`src/rtl/inst_fetch_unit.sv`:
```
// inst_fetch_unit: 32x16 instruction store loaded during BOOT, then PC-driven fetch in RUN.
// Optional macro PC_RANGE_CHK_EN adds a sticky pc_fault output and blanks inst for PCs above 31.
module inst_fetch_unit (
   input  logic        clk,
   input  logic        Rst,
   input  logic        Pc_Rst,
   input  logic        Pc_Ld,
   input  logic        pc_addr_sel,
   input  logic [15:0] alu_pc_in,
   input  logic [15:0] imd_addr,
   input  logic        prog_we,
   input  logic [4:0]  prog_addr,
   input  logic [15:0] prog_data,
   input  logic        prog_done,
   output logic [15:0] inst,
   output logic [15:0] pc_out,
   output logic        running
`ifdef PC_RANGE_CHK_EN
   ,output logic       pc_fault
`endif
);

   typedef enum logic {BOOT, RUN} state_e;

   state_e      state_q, state_d;
   logic [15:0] pc_q, pc_d;
   logic [15:0] inst_q, inst_d;
   logic        pc_ld_q, pc_ld_d;
   logic        ld_edge;
   logic [15:0] ld_val;
   logic [15:0] imem [32];
`ifdef PC_RANGE_CHK_EN
   logic        fault_q, fault_d;
`endif

   // Memory has no reset so a system reset keeps the loaded program.
   always_ff @(posedge clk) begin
      if (state_q == BOOT && prog_we) imem[prog_addr] <= prog_data;
   end

   always_comb begin
      state_d = state_q;
      pc_d    = pc_q;
      inst_d  = inst_q;
      pc_ld_d = pc_ld_q;
      ld_edge = Pc_Ld & ~pc_ld_q;
      ld_val  = pc_addr_sel ? imd_addr : alu_pc_in;
`ifdef PC_RANGE_CHK_EN
      fault_d = fault_q;
`endif
      case (state_q)
         BOOT: begin
            pc_d    = '0;
            inst_d  = '0;
            pc_ld_d = 1'b0;
            if (prog_done) state_d = RUN;
         end
         RUN: begin
            pc_ld_d = Pc_Ld;
`ifdef PC_RANGE_CHK_EN
            inst_d  = (|pc_q[15:5]) ? '0 : imem[pc_q[4:0]];
            if (Pc_Rst && ld_edge && (|ld_val[15:5])) fault_d = 1'b1;
`else
            inst_d  = imem[pc_q[4:0]];
`endif
            if (!Pc_Rst)      pc_d = '0;
            else if (ld_edge) pc_d = ld_val;
         end
         default: state_d = BOOT;
      endcase
   end

   always_ff @(posedge clk or negedge Rst) begin
      if (!Rst) begin
         state_q <= BOOT;
         pc_q    <= '0;
         inst_q  <= '0;
         pc_ld_q <= 1'b0;
`ifdef PC_RANGE_CHK_EN
         fault_q <= 1'b0;
`endif
      end else begin
         state_q <= state_d;
         pc_q    <= pc_d;
         inst_q  <= inst_d;
         pc_ld_q <= pc_ld_d;
`ifdef PC_RANGE_CHK_EN
         fault_q <= fault_d;
`endif
      end
   end

   assign inst    = inst_q;
   assign pc_out  = pc_q;
   assign running = (state_q == RUN);
`ifdef PC_RANGE_CHK_EN
   assign pc_fault = fault_q;
`endif

endmodule

```
`config.mk`:
```
export PLATFORM = sky130hd
export DESIGN_NAME = inst_fetch_unit
export DESIGN_NICKNAME = d
export VERILOG_FILES = /design/src/rtl/inst_fetch_unit.sv
export SDC_FILE = /design/constraint.sdc
export NUM_CORES = 1
export LEC_CHECK = 0
export ABC_AREA = 1
export CORE_ASPECT_RATIO = 0.9
export CORE_MARGIN = 4
export CORE_UTILIZATION = 40
export DETAILED_ROUTE_END_ITERATION = 10
export PLACE_DENSITY = 0.55
export RECOVER_POWER = 50
export SYNTH_ARGS = -nofsm -noshare
export SYNTH_HDL_FRONTEND = slang
export SYNTH_SLANG_ARGS = --single-unit
```
`constraint.sdc`:
```
create_clock -name clk -period 6.4 [get_ports clk]
set_input_delay 0.96 -clock clk [delete_from_list [all_inputs] [get_ports clk]]
set_output_delay 0.96 -clock clk [all_outputs]
set_load 0.02 [all_outputs]
```
==> flow_summary.yaml <==
timing:
  worst_pin_slew_ns: 2.06
  finalSetupViolCount: 0
  setup-tns-final_ns: 0
  slew_viol_final: 565
  fmax_ghz: 0.301
  fin_crit_sh: 0.520
  rsz0062_at_grt: "false"
  skew_ns: 0.0171
  hold_viol: 0
  period_minus_slack_ns: 3.33
  slew_headroom: -0.374
  worst_slack_ns: 3.07
route:
  drt.antenna.violating_nets: 0
  post-route-drc-count: 0
  drt-vias-per-instance: 5.24
  wirelength_um: 59000
  drt_iter0_drc: 1294
  num_vias: 14300
  wl_per_cell_um: 21.6
  dr.pass1.iters: 5
floorplan:
  start_util: 0.406
  io_pins: 93
  die_x_um: 256
  row_count: 81
  die-area_sq_um: 59300
  die_h_um: 231
  core_area_sq_um: 54600
clock_network:
  worstSkewPairLatency_ns: 0.60
  cts_root_buf: "clkbuf_16"
  hold_buffers: 0
  post_cts_buffers: 0
  path_clk_slew_ns: 0.06
  post_cts_resized: 0
  cts_buffers: 55
  cts_tree: "done"
  clockBufferDepth: 3
  cts.sinks: 546
  ctsHtreeMaxLevel: 2
setup_path:
  cp_data_required_time_ns: 6.89
  start_kind: "flip-flop"
  criticalPathCategory: "reg -> reg"
  cpPeakStageDelay_ns: 0.78
  r2r-end: "inst[1]$_DFF_PN0_"
  r2r_slack_ns: 3.07
  crit_top_cell: "nand2_1"
  cpMaxStageDelayCell: "buf_4"
  ff2ff_path_depth: 10
  worstPathCellList: "inv_6, buf_4, nand2_1, nand3_1, nand3_1, nand2_1, nand2_1, nand2_1, nor2_1, nor2_1"
  critical_path.max_fanout: 117
  crit_arrival_ns: 3.81
  timing.rr.start: "pc_out[0]$_DFFE_PN0P_"
  end_kind: "flip-flop"
worst_hold_path:
  holdPathEnd: "pc_out[8]$_DFFE_PN0P_"
  min-delay-start: "pc_out[8]$_DFFE_PN0P_"
  hp-class: "reg -> reg"
  whs_path_depth: 2
placement:
  dp_cells: 2627
  globalplace.congestion: 0.819
  place_ws_ns: 2.79
  dp_hpwl_um: 32700
  port_buffers: 92
cells_and_area:
  fillers: 4907
  syn_to_final_growth_pct: 14.4
  stdcell_count: 2730
  final_util: 0.465
  nets: 2039
  regArea_sq_um: 16200
  multiInputGateArea_sq_um: 5200
  drive_above_1_share: 0.0648
logic_synthesis:
  synth_edf_count: 512
  synth_most_common_cell: "nand2_1"
  ys.warnings.count: 0
  netlist_top_cells_count: "629 x nand2_1, 512 x edfxtp_1, 364 x nand3_1, 150 x nor2_1, 49 x buf_2"
  synth_seq_cells: 546
  synth_area_sq_um: 22200
  syn_inst: 1893
  async_flop_share: 0.0623
  avgSynthCellArea_sq_um: 11.7
  synth.area.top_cells: "edfxtp_1 69%, nand2_1 11%, nand3_1 8.2%"
  synth_fp_nets: 1953
  synth_flop_cell: "edfxtp_1"
  yosysSeqAreaShare: 0.731
  yosys.area.top_type: "edfxtp_1"
  synth_top_area_frac: 0.693
  ys_types: 20
global_route:
  grt_max_degree: 118
  grt_pass1_wl_um: 88700
  gr-total-overflow: 0
  grt_usage: 0.196
  grt_pass1_vias: 13700
  antenna_found_initial: 3
power_and_ir_drop:
  powerDensity_nw_per_um2: 304
  power_mw: 7.71
  ir_drop_uv: 200
  p_leak_nw: 9.25
run_status:
  outcome: "complete, but fails checks"
  violations: "max-capacitance violations, max-slew violations"
run:
  maxCapViolCount: 17
where the power goes:
group | internal [mW] | total, mW | leakage, nW | switching [mW]
clock | 1.86 | 3.19 | 0.879 | 1.33
combinational | 0.171 | 0.559 | 3.35 | 0.388
sequential | 3.93 | 3.96 | 5.02 | 0.0278
total | 5.96 | 7.71 | 9.25 | 1.75
routing by layer:
layer	vias to the layer above	GRT usage	part of all wire
met4	6	0.0536	0.021
met3	80	0.0324	0.067
met2	440	0.309	0.46
met5	-	0	0.00075
li1	6762	-	-
met1	7029	0.285	0.45
logic make-up after synthesis:
logic type | after synthesis | share of synthesized area
AND/OR/NAND/NOR | 1144 | 0.214
flip-flops | 546 | 0.731
buffers and inverters | 130 | 0.0351
AO/OA/AOI/OAI | 62 | 0.0148
multiplexers | 11 | 0.00496
how the worst max path moves through the flow:
| stage | to | slack [ns] | cells past startpoint | from |
|---|---|---|---|---|
| floorplan | imem[0][0]$_DFFE_PP_ | 3.90 | 4 | prog_we |
| global placement | imem[16][5]$_DFFE_PP_ | 2.82 | 5 | prog_we |
| detailed placement | imem[17][1]$_DFFE_PP_ | 2.79 | 5 | prog_we |
| CTS | inst[1]$_DFF_PN0_ | 3.13 | 10 | pc_out[0]$_DFFE_PN0P_ |
| global route | inst[1]$_DFF_PN0_ | 2.82 | 10 | pc_out[0]$_DFFE_PN0P_ |
| finish | inst[1]$_DFF_PN0_ | 3.07 | 10 | pc_out[0]$_DFFE_PN0P_ |
layout make-up:
cell class / instances / share of cell area
inverter: 15 / 0.00251
clock buffer: 70 / 0.0580
antenna: 2 / 0.000197
tap: 705 / 0.0347
sequential: 546 / 0.639
clock inverter: 31 / 0.0117
multi-input combinational: 1217 / 0.205
timing repair buffer: 144 / 0.0488
sequential cells by signal (all words and copies together) (netlist names):
register,cells
pc_out,16
inst,16
imem,512
running,1
pc_ld_q,1
cells in the final DEF (no fill, tap or decap), drive strengths merged, types with 26 or more instances in the layout:
master,count
o21ai,56
clkbuf,88
clkinv,26
nand2,629
nor2,150
edfxtp,512
buf,41
nand3,364
dfrtp,34
clkdlybuf4s50,71
stage by stage:
step	cell area (sq um)	hold WS, ns
floorplan	22200	0.577
global placement	23700	0.498
detailed placement	23700	0.500
CTS	25400	0.516
global route	25400	0.540
finish	25400	0.519
critical path: cells and delay by family (launching register included):
kind          cells  cell delay [ns]
simple gates      8             0.82
flops             1             0.70
buf+inv           2             1.45
Note: power is estimated with default switching activity, not from simulation.
